File: config.mk
export PLATFORM = sky130hd
export DESIGN_NAME = vend_sequencer
export DESIGN_NICKNAME = d
export VERILOG_FILES = /design/src/rtl/vend_sequencer.sv
export SDC_FILE = /design/constraint.sdc
export NUM_CORES = 1
export LEC_CHECK = 0
export CAP_MARGIN = 30
export CORE_UTILIZATION = 57
export DETAILED_ROUTE_END_ITERATION = 8
export PLACE_DENSITY = 0.81
export SYNTH_ARGS = -nofsm -noshare
export SYNTH_HDL_FRONTEND = slang
export SYNTH_SLANG_ARGS = --single-unit
File: constraint.sdc
create_clock -name i_clk -period 3.8 [get_ports i_clk]
set_clock_uncertainty 0.05 [all_clocks]
set_input_delay 0.76 -clock i_clk [delete_from_list [all_inputs] [get_ports i_clk]]
set_output_delay 0.76 -clock i_clk [all_outputs]
set_load 0.05 [all_outputs]
File: src/rtl/vend_sequencer.sv
// -----------------------------------------------------------------------------
// vend_sequencer
// Top-level controller for the coin-operated vending datapath. Collects coin
// credit, accepts a product selection against a per-item price table,
// sequences the dispenser over a req/ack handshake and then returns change
// one coin at a time over a second req/ack handshake. Supports cancel/refund
// and an inactivity timeout in the collect phase.
//
// Ports:
//   i_clk          clock, all state updates on the rising edge
//   i_rst          asynchronous active-high reset
//   i_coin   [1:0] coin event: 00 none, 01 = one unit, 10 = two units, 11 invalid
//   i_sel    [1:0] selection strobe: 00 none, 01 A, 10 B, 11 C
//   i_cancel       refund request pulse
//   i_disp_ack     dispenser delivered the item
//   i_chg_ack      change hopper ejected the current coin
//   o_disp_req     dispense request, held until i_disp_ack is sampled
//   o_disp_item    item code, stable while o_disp_req is high
//   o_chg_req      change-coin request, held until i_chg_ack is sampled
//   o_chg_coin     coin to eject: 10 = two units, 01 = one unit
//   o_credit       current credit in coin units
//   o_coin_reject  one-cycle pulse when a coin is refused
//   o_busy         high while vending or returning change
// -----------------------------------------------------------------------------
module vend_sequencer #(
   parameter int PRICE_A    = 3,
   parameter int PRICE_B    = 4,
   parameter int PRICE_C    = 5,
   parameter int MAX_CREDIT = 10,
   parameter int TIMEOUT    = 200,
   parameter int CREDIT_W   = 4
) (
   input  logic                i_clk,
   input  logic                i_rst,
   input  logic [1:0]          i_coin,
   input  logic [1:0]          i_sel,
   input  logic                i_cancel,
   input  logic                i_disp_ack,
   input  logic                i_chg_ack,
   output logic                o_disp_req,
   output logic [1:0]          o_disp_item,
   output logic                o_chg_req,
   output logic [1:0]          o_chg_coin,
   output logic [CREDIT_W-1:0] o_credit,
   output logic                o_coin_reject,
   output logic                o_busy
);

   localparam int TIMER_W = $clog2(TIMEOUT + 1);

   localparam logic [CREDIT_W-1:0] CREDIT_ZERO = {CREDIT_W{1'b0}};
   localparam logic [CREDIT_W-1:0] CREDIT_ONE  = {{(CREDIT_W-1){1'b0}}, 1'b1};
   localparam logic [CREDIT_W-1:0] CREDIT_TWO  = {{(CREDIT_W-2){1'b0}}, 2'b10};
   localparam logic [CREDIT_W-1:0] P_A         = CREDIT_W'(PRICE_A);
   localparam logic [CREDIT_W-1:0] P_B         = CREDIT_W'(PRICE_B);
   localparam logic [CREDIT_W-1:0] P_C         = CREDIT_W'(PRICE_C);
   localparam logic [CREDIT_W:0]   MAX_EXT     = (CREDIT_W+1)'(MAX_CREDIT);
   localparam logic [TIMER_W-1:0]  TIMER_ZERO  = {TIMER_W{1'b0}};
   localparam logic [TIMER_W-1:0]  TIMER_ONE   = {{(TIMER_W-1){1'b0}}, 1'b1};
   localparam logic [TIMER_W-1:0]  TIMER_LAST  = TIMER_W'(TIMEOUT - 1);

   typedef enum logic [1:0] {
      S_IDLE    = 2'd0,
      S_COLLECT = 2'd1,
      S_VEND    = 2'd2,
      S_CHANGE  = 2'd3
   } state_t;

   // Credit value of a coin code; the invalid code is worth nothing.
   function automatic logic [CREDIT_W-1:0] coin_units(input logic [1:0] coin);
      logic [CREDIT_W-1:0] units;
      case (coin)
         2'b01:   units = CREDIT_ONE;
         2'b10:   units = CREDIT_TWO;
         default: units = CREDIT_ZERO;
      endcase
      return units;
   endfunction

   // Price of the selected item.
   function automatic logic [CREDIT_W-1:0] price_of(input logic [1:0] sel);
      logic [CREDIT_W-1:0] price;
      case (sel)
         2'b01:   price = P_A;
         2'b10:   price = P_B;
         default: price = P_C;
      endcase
      return price;
   endfunction

   // Largest coin that does not overdraw the remaining credit.
   function automatic logic [1:0] change_coin(input logic [CREDIT_W-1:0] credit);
      logic [1:0] coin;
      if (credit >= CREDIT_TWO) begin
         coin = 2'b10;
      end else begin
         coin = 2'b01;
      end
      return coin;
   endfunction

   state_t              r_state,       w_state;
   logic [CREDIT_W-1:0] r_credit,      w_credit;
   logic [TIMER_W-1:0]  r_timer,       w_timer;
   logic                r_disp_req,    w_disp_req;
   logic [1:0]          r_disp_item,   w_disp_item;
   logic                r_chg_req,     w_chg_req;
   logic [1:0]          r_chg_coin,    w_chg_coin;
   logic                r_coin_reject, w_coin_reject;
   logic                r_busy,        w_busy;

   logic [CREDIT_W-1:0] w_coin_units;
   logic                w_coin_valid;
   logic                w_coin_fits;
   logic                w_coin_any;
   logic [CREDIT_W-1:0] w_price;
   logic [CREDIT_W-1:0] w_chg_units;

   assign w_coin_units = coin_units(i_coin);
   assign w_coin_valid = (i_coin == 2'b01) || (i_coin == 2'b10);
   assign w_coin_any   = (i_coin != 2'b00);
   assign w_coin_fits  = (({1'b0, r_credit} + {1'b0, w_coin_units}) <= MAX_EXT);
   assign w_price      = price_of(i_sel);
   assign w_chg_units  = coin_units(r_chg_coin);

   // Next-state and next-output computation for the sequencer.
   always_comb begin
      w_state       = r_state;
      w_credit      = r_credit;
      w_timer       = r_timer;
      w_disp_req    = r_disp_req;
      w_disp_item   = r_disp_item;
      w_chg_req     = r_chg_req;
      w_chg_coin    = r_chg_coin;
      w_coin_reject = 1'b0;

      case (r_state)
         S_IDLE: begin
            if (w_coin_valid) begin
               w_credit = w_coin_units;
               w_timer  = TIMER_ZERO;
               w_state  = S_COLLECT;
            end else begin
               w_coin_reject = (i_coin == 2'b11);
            end
         end

         // Priority: cancel, then an affordable selection, then a coin,
         // then the inactivity timeout. A coin losing to any of them is refused.
         S_COLLECT: begin
            if (i_cancel) begin
               w_coin_reject = w_coin_any;
               w_state       = S_CHANGE;
               w_chg_req     = 1'b1;
               w_chg_coin    = change_coin(r_credit);
            end else if ((i_sel != 2'b00) && (r_credit >= w_price)) begin
               w_coin_reject = w_coin_any;
               w_credit      = r_credit - w_price;
               w_disp_item   = i_sel;
               w_disp_req    = 1'b1;
               w_state       = S_VEND;
            end else if (w_coin_valid && w_coin_fits) begin
               w_credit = r_credit + w_coin_units;
               w_timer  = TIMER_ZERO;
            end else if (r_timer == TIMER_LAST) begin
               w_coin_reject = w_coin_any;
               w_state       = S_CHANGE;
               w_chg_req     = 1'b1;
               w_chg_coin    = change_coin(r_credit);
            end else begin
               w_coin_reject = w_coin_any;
               w_timer       = r_timer + TIMER_ONE;
            end
         end

         S_VEND: begin
            w_coin_reject = w_coin_any;
            if (r_disp_req && i_disp_ack) begin
               w_disp_req = 1'b0;
               if (r_credit != CREDIT_ZERO) begin
                  w_state    = S_CHANGE;
                  w_chg_req  = 1'b1;
                  w_chg_coin = change_coin(r_credit);
               end else begin
                  w_state = S_IDLE;
               end
            end else begin
               w_disp_req = r_disp_req;
            end
         end

         // After each ejected coin the request drops for one cycle, then
         // re-asserts with the next coin while credit remains.
         S_CHANGE: begin
            w_coin_reject = w_coin_any;
            if (r_chg_req && i_chg_ack) begin
               w_chg_req = 1'b0;
               if (r_credit > w_chg_units) begin
                  w_credit = r_credit - w_chg_units;
               end else begin
                  w_credit = CREDIT_ZERO;
                  w_state  = S_IDLE;
               end
            end else if (!r_chg_req && (r_credit != CREDIT_ZERO)) begin
               w_chg_req  = 1'b1;
               w_chg_coin = change_coin(r_credit);
            end else begin
               w_chg_req = r_chg_req;
            end
         end

         default: begin
            w_state    = S_IDLE;
            w_credit   = CREDIT_ZERO;
            w_timer    = TIMER_ZERO;
            w_disp_req = 1'b0;
            w_chg_req  = 1'b0;
         end
      endcase

      w_busy = (w_state == S_VEND) || (w_state == S_CHANGE);
   end

   // State and registered-output update with asynchronous reset.
   always_ff @(posedge i_clk or posedge i_rst) begin
      if (i_rst) begin
         r_state       <= S_IDLE;
         r_credit      <= CREDIT_ZERO;
         r_timer       <= TIMER_ZERO;
         r_disp_req    <= 1'b0;
         r_disp_item   <= 2'b00;
         r_chg_req     <= 1'b0;
         r_chg_coin    <= 2'b00;
         r_coin_reject <= 1'b0;
         r_busy        <= 1'b0;
      end else begin
         r_state       <= w_state;
         r_credit      <= w_credit;
         r_timer       <= w_timer;
         r_disp_req    <= w_disp_req;
         r_disp_item   <= w_disp_item;
         r_chg_req     <= w_chg_req;
         r_chg_coin    <= w_chg_coin;
         r_coin_reject <= w_coin_reject;
         r_busy        <= w_busy;
      end
   end

   assign o_disp_req    = r_disp_req;
   assign o_disp_item   = r_disp_item;
   assign o_chg_req     = r_chg_req;
   assign o_chg_coin    = r_chg_coin;
   assign o_credit      = r_credit;
   assign o_coin_reject = r_coin_reject;
   assign o_busy        = r_busy;

endmodule

==> key figures, run 1 <==
Routing
  – Antenna viol nets, final: 0
  – DR WL/cell: between 15 and 20 um
  – Vias per inst: roughly 6.4
  – Drt first pass iters: 5
  – Residual DRC: 0
  – Final WL: 4.50 mm
  – Via count: around 1600
  – Initial DRC Count: 70

Layout
  – Fillers: around 270
  – Fin area: 2050 sq um
  – Non-Filler Instances: 254
  – Antenna cells: 0
  – Nets: between 200 and 250
  – Area Overhead vs Synth: 13.3%
  – Final Core Density: between 60% and 70%
  – Ratio of cells with drive above 1 in the final layout: a little under an eighth

Placement
  – GPL Wtd Cong: about 0.93
  – Placed insts: between 200 and 300
  – Pre-CTS WS: 0.0661 ns
  – Placed cell area: between 2000 and 2500 sq um
  – Port-buffer cells: 20
  – Post-DP HPWL: 3.43 mm

Setup path
  – Critical Path Fanout Max: 9
  – Worst Path Arrival: 3.58 ns
  – CP endpoint kind: flop
  – Startpoint types: primary input
  – Worst endpoint required time: 3.98 ns
  – Worst Path Class, Setup: in2reg

STA
  – Setup violators final: 0
  – Final worst-path cycle share: about nine tenths
  – Final worst slack: about 0.41 ns
  – RSZ-0062 raised after global routing: no
  – Min Hold Slack: between 0.4 and 0.5 ns
  – Minimum clock period after layout: about 3.4 ns
  – Worst-Margin Slew: between 0.8 and 0.9 ns
  – Rel. slew slack: a little over two fifths
  – Fmax: between 0.2 and 0.3 GHz
  – Fin. Hold Viols: 0
  – Setup_tns: 0 ns
  – Final Max Slew Viols: 0

Clocking
  – Worst-path clk slew: approximately 0.14 ns
  – Total CTS buffers: 3
  – Clock buffer depth: 2
  – Clk sinks: 21
  – Clock Tree Root: clkbuf_4
  – Post-CTS Resized: 0
  – CTS tree: built
  – Hold_buf cts: 0
  – Htree depth: 1
  – Clk Latency, worst-skew pair: around 0.33 ns
  – Post-CTS Setup Bufs: 0

Logic synthesis
  – Ys flop type: dfrtp_1
  – Mapped Area: ~1800 sq um
  – Post-Syn Nets: between 200 and 250
  – Synth area leaders: dfrtp_1 29%, ha_1 8.3%, fa_1 3.3%
  – Mean post-synth cell area: around 9.4 sq um
  – Most common cell in the netlist: dfrtp_1
  – Mapped Cells: ~190
  – Sequential cell area fraction in the yosys report: 29.0%
  – Yosys warns: 0
  – Post-synth top area share: 29.0%
  – Yosys top cell by area: dfrtp_1
  – Flops & latches, synth: 21
  – Synth cell types: 65
  – Post-synth top cells: 21 x dfrtp_1, 15 x inv_1, 13 x nor2_1
  – Post-synth EDFFs: 0
  – Async S/R FF share, synth: 100%

Die
  – Row count: 20
  – Core Area: ~3000 sq um
  – IO Count: 21
  – Starting Density: between 50% and 60%
  – Die ar.: 3410 sq um
  – Die Ht: 58.4 um
  – Die X: ~60 um

Global routing
  – First-pass GRT wire length: between 7 and 8 mm
  – Pin count of the biggest net entering global routing: 23
  – Initial antenna violation count: 0
  – Grt ovf: 0
  – Tot GR Track Use: roughly 28%
  – Number of global-route vias before repair: 1652

Outcome
  – Outcome: complete, no violations

Power and ir drop
  – P_leak: between 0.8 and 0.9 nW
  – PwrDens: ~870 nW/um^2
  – Peak supply drop: 0.000328 V
  – Design Power: around 1.8 mW

Flow run
  – Maxcap violations: 0

Min path
  – Hold Crit Class: reg2reg
cell families after synthesis:
group | Yosys count | share of synthesized area [%]
and+or+nand+nor | 62 | 19.4
adders and majority gates | 15 | 11.6
xor gates and xnor gates | 3 | 1.45
buffers and inverters | 21 | 5.39
DFF | 21 | 29.0
muxes | 9 | 5.66
AOI/OAI and AO/OA | 61 | 27.5
path summary, 6_finish.rpt:
kind | slack (ns) | to | startpoint | depth (start not counted)
setup / recovery | 0.41 | r_timer[0] | i_coin[1] | 11
hold / removal | 0.48 | o_disp_item[1] | o_disp_item[1] | 1
setup reg to reg | 1.02 | r_timer[0] | o_credit[1] | 7
hold reg to reg | 0.48 | o_disp_item[1] | o_disp_item[1] | 1
max in group asynchronous | 2.33 | o_disp_req | i_rst | 2
min in group asynchronous | 0.84 | r_timer[0] | i_rst | 2
layout make-up:
cell class                      count  area (sq um)  share of cell area, %
Timing Repair Buffer               20           200                   9.75
Clock buffer                        3          22.5                   1.10
Multi-Input combinational cell    150          1190                   57.9
Sequential cell                    21           526                   25.6
Clock inverter                      1          5.00                  0.244
Tap cell                           44          55.1                   2.68
Inverter                           15          56.3                   2.74
registers in the layout, indices dropped and copies added, names as in the netlist:
| name | count |
|---|---|
| r_timer | 8 |
| o_credit | 4 |
| o_chg_coin | 2 |
| o_disp_item | 2 |
| r_state | 2 |
| o_chg_req | 1 |
| o_coin_reject | 1 |
| o_disp_req | 1 |
metal layers:
layer | GRT usage [%] | vias to the layer above | share of wire [%]
li1 | - | 759 | -
met1 | 33.7 | 793 | 40
met2 | 52.9 | 72 | 53
met3 | 2.42 | 11 | 5.4
met4 | 10.9 | 0 | 1.9
met5 | 0 | - | 0
layout by cell type, fill, tap and decap left out, drive strengths merged, types with 3 or more instances in the layout:
cell / n
nor3b: 3
nand4: 3
nor3: 6
o211ai: 4
or2: 3
nand2: 7
a211o: 5
and3: 3
inv: 15
mux2: 7
nor2b: 3
o21ai: 8
a32o: 3
nor2: 13
a22o: 3
nand3: 6
a211oi: 8
clkbuf: 3
a21oi: 9
clkdlybuf4s50: 20
nand2b: 5
dfrtp: 21
fa: 3
ha: 12
power breakdown:
group	switching, mW	internal [mW]
logic	0.703	0.501
clock network	0.0804	0.0396
registers	0.161	0.299
total	0.944	0.840
critical path, stage by stage:
cell and delay, ns:
clkdlybuf4s50_1 0.45, inv_1 0.10, ha_1 0.20, ha_1 0.22, inv_1 0.07, fa_1 0.40, xnor2_1 0.18, or2_1 0.29
a31o_1 0.34, a211o_1 0.31, mux2_4 0.26
Note: power is estimated with default switching activity, not from simulation.
==> inputs of run 2 (changes only) <==
==> constraint.sdc (replaced) <==
create_clock -name i_clk -period 4.3 [get_ports i_clk]
set_clock_uncertainty 0.05 [all_clocks]
set_input_delay 0.86 -clock i_clk [delete_from_list [all_inputs] [get_ports i_clk]]
set_output_delay 0.86 -clock i_clk [all_outputs]
set_load 0.05 [all_outputs]
==> results of run 2 <==
Same layout as run 1 (identical final DEF). Status: complete, no violations.
Among the figures that moved: setup slack after placement 0.0661 ns -> 0.466 ns; setup slack after layout 0.406 ns -> 0.806 ns; register-to-register setup slack 1.02 ns -> 1.52 ns; total power 1.78 mW -> 1.58 mW; worst IR drop on VDD 0.000328 V -> 0.000289 V
==> inputs of run 3 (changes only) <==
--- a/config.mk
+++ b/config.mk
@@ -6,9 +6,9 @@
 export NUM_CORES = 1
 export LEC_CHECK = 0
 export CAP_MARGIN = 30
-export CORE_UTILIZATION = 57
+export CORE_UTILIZATION = 51
 export DETAILED_ROUTE_END_ITERATION = 8
-export PLACE_DENSITY = 0.81
+export PLACE_DENSITY = 0.77
 export SYNTH_ARGS = -nofsm -noshare
 export SYNTH_HDL_FRONTEND = slang
 export SYNTH_SLANG_ARGS = --single-unit
==> constraint.sdc (replaced) <==
create_clock -name i_clk -period 3.06 [get_ports i_clk]
set_clock_uncertainty 0.05 [all_clocks]
set_input_delay 0.612 -clock i_clk [delete_from_list [all_inputs] [get_ports i_clk]]
set_output_delay 0.612 -clock i_clk [all_outputs]
set_load 0.05 [all_outputs]
==> run 3 against run 2 <==
Net effect: sequential share of layout area is 2.6 points lower; sequential cell count stayed put; setup slack worse by 0.73 ns; non-clock buffer count is 26 higher; clock power is 30% higher; count of clock-buffer cells in the layout stayed put; register-to-register slack worse by 1.2 ns; cell area is 11% higher; core utilization is 0.23 points higher; via count is 5.4% higher; sequential power is 37% higher; largest power group unchanged; highest routed layer unchanged.
==> key figures, run 3 (synthesis gave the netlist of run 1 again) <==
STA
  – Setup_tns: 0 ns (unchanged)
  – Final worst-path cycle share: between 90 and 100%
  – Rel. slew slack: 45.3% (+2.2 points)
  – Fmax: 0.335 GHz
  – Fin. Hold Viols: 0 (unchanged)
  – Final Max Slew Viols: 0 (unchanged)
  – Minimum clock period after layout: 2.98 ns
  – Setup violators final: 0 (unchanged)
  – Worst-Margin Slew: 0.819 ns (-0.0336 ns)

Die
  – Die Ht: 61.6 um (+5.5%)
  – Row count: 21 (+5.0%)
  – Die X: 61.6 um (+5.5%)
  – IO Count: 21 (unchanged)
  – Die ar.: 3790 sq um (+11%)
  – Core Area: 3360 sq um (+11%)
  – Starting Density: 53.9% (-6.0 points)

Clocking
  – Clk sinks: 21 (unchanged)
  – Clock buffer depth: 2 (unchanged)
  – Clk Latency, worst-skew pair: 0.31 ns (-0.02 ns)
  – Htree depth: 1 (unchanged)
  – Worst-path clk slew: 0.13 ns (about the same)
  – Total CTS buffers: 3 (unchanged)
  – Clock Tree Root: clkbuf_4
  – CTS tree: built
  – Hold_buf cts: 0 (unchanged)

Routing
  – Final WL: 4.82 mm (+7.1%)
  – DR WL/cell: 17.1 um (-3.5%)
  – Via count: 1723 (+5.4%)
  – Vias per inst: 6.11 (-5.1%)
  – Drt first pass iters: 4 (-1)
  – Antenna viol nets, final: 0 (unchanged)
  – Initial DRC Count: 117 (+67%)
  – Residual DRC: 0 (unchanged)

Layout
  – Ratio of cells with drive above 1 in the final layout: 24.2% (+12 points)
  – Most common cell after layout, fill and taps aside: buf_4
  – Nets: 261 (+11%)
  – Antenna cells: 0 (unchanged)
  – Max FFs per register: 8 (unchanged)
  – Non-Filler Instances: 282 (+11%)
  – Most frequent cells in the layout: 26 x buf_4, 21 x dfrtp_1, 18 x clkdlybuf4s50_1
  – Top reg by flops: r_timer
  – Area Overhead vs Synth: 26.3%
  – Fin area: 2290 sq um (+11%)

Global routing
  – Number of global-route vias before repair: 1665 (+0.79%)
  – Grt ovf: 0 (unchanged)
  – Initial antenna violation count: 0 (unchanged)
  – Grt met1 use: 34.5% (+0.81 points)
  – Pin count of the biggest net entering global routing: 23 (unchanged)
  – Routing usage on met3: 4.62% (+2.2 points)
  – Met2 Use GR: 45.2% (-7.7 points)
  – Gr busiest metal: met2
  – First-pass GRT wire length: 7.47 mm (-0.19%)
  – Tot GR Track Use: 26.8% (-1.6 points)

Setup path
  – Worst endpoint required time: 3.21 ns
  – CP max-delay cell: clkdlybuf4s50_1
  – CP endpoint kind: flop
  – Worst Path Class, Setup: in2reg
  – Startpoint types: primary input
  – Worst Setup SP: i_sel[0]
  – Worst Path Arrival: around 3.1 ns
  – Crit-path cells: clkdlybuf4s50_1, nand2b_1, ha_1, inv_1, fa_1, a211oi_4, a21oi_4, a2bb2oi_4, a211o_1, mux2_4
  – Crit path largest cell delay: 0.49 ns (+0.04 ns)
  – Critical Path Fanout Max: 8 (-1)
  – RR Startpoint: o_credit[0]

Outcome
  – Outcome: complete, no violations

Power and ir drop
  – Peak supply drop: ~0.00063 V
  – PwrDens: 1080 nW/um^2
  – P_leak: 1.00 nW (+16%)

Min path
  – Hold_sp: o_disp_item[1]
  – Hold Crit Class: reg2reg

Placement
  – GPL Wtd Cong: 0.861 (-7.3%)
  – Placed cell area: 2220 sq um (+9.8%)
  – Port-buffer cells: 20 (unchanged)
  – Placed insts: 278 (+11%)
  – Post-DP HPWL: 3.64 mm (+6.1%)

Flow run
  – Maxcap violations: 0 (unchanged)
[run 3: cell count changes in the layout (fill, tap and decap cells not counted), sizes merged]
cell           before  now
dlygate4sd2         0    2
buf                 0   26
clkdlybuf4s50      20   18
[run 3: power breakdown]
part / switching (mW) / total [mW] / internal, mW
combinational: 0.969 / 1.78 / 0.811
clock: 0.0896 / 0.138 / 0.0488
sequential: 0.184 / 0.556 / 0.372
total: 1.24 / 2.47 / 1.23
[run 3: metal layers]
layer / vias to the layer above / part of all wire (%) / wire (um)
met5: - / 0 / 0
met4: 0 / 2.0 / 97
met3: 17 / 6.3 / 304
met2: 78 / 50 / 2390
met1: 817 / 42 / 2020
li1: 811 / - / -
[run 3: area by class of cell]
type / count / area [sq um]
sequential: 21 / 526
multi-input combinational: 150 / 1230
clock buffer: 3 / 22.5
inverter: 15 / 56.3
tap: 46 / 57.6
timing repair buffer: 46 / 393
fill: 290 / 1070
clock inverter: 1 / 5.00
[run 3: timing repair]
| action | CTS | global route |
|---|---|---|
| buffers inserted | 0 | 0 |
| setup endpoints to repair | 8 | 4 |
| endpoints found under the hold margin | 0 | 0 |
| resized for setup | 8 | 2 |
| pin swaps | 2 | 1 |
[run 3: metrics by stage]
stage / total power [mW] / setup slack [ns] / util (%) / hold WS, ns
final: 2.47 / 0.0782 / 68.0 / 0.473
after global routing: 2.62 / -0.0279 / 68.0 / 0.503
after CTS: 2.42 / 0.0471 / 67.5 / 0.477
after detailed placement: 2.25 / -0.530 / 66.1 / 0.446
after global placement: 2.16 / -0.350 / 66.1 / 0.440
after floorplan: 1.67 / 0.181 / - / 0.462
[run 3: worst paths after layout]
kind | slack [ns] | end | depth (start not counted)
min in group asynchronous | 0.69 | o_disp_req | 2
setup / recovery | 0.08 | r_timer[0] | 10
setup reg to reg | 0.35 | r_timer[0] | 9
hold reg to reg | 0.47 | o_disp_item[1] | 1
max in group asynchronous | 1.75 | r_timer[0] | 2
hold / removal | 0.47 | o_disp_item[1] | 1
[run 3: critical path: cells and delay by family]
kind	cells	cell delay, ns
AO/OA/AOI/OAI	4	0.99
buffers and inverters	2	0.55
AND/OR/NAND/NOR	1	0.11
multiplexers	1	0.27
adder cells (fa/ha/maj)	2	0.59
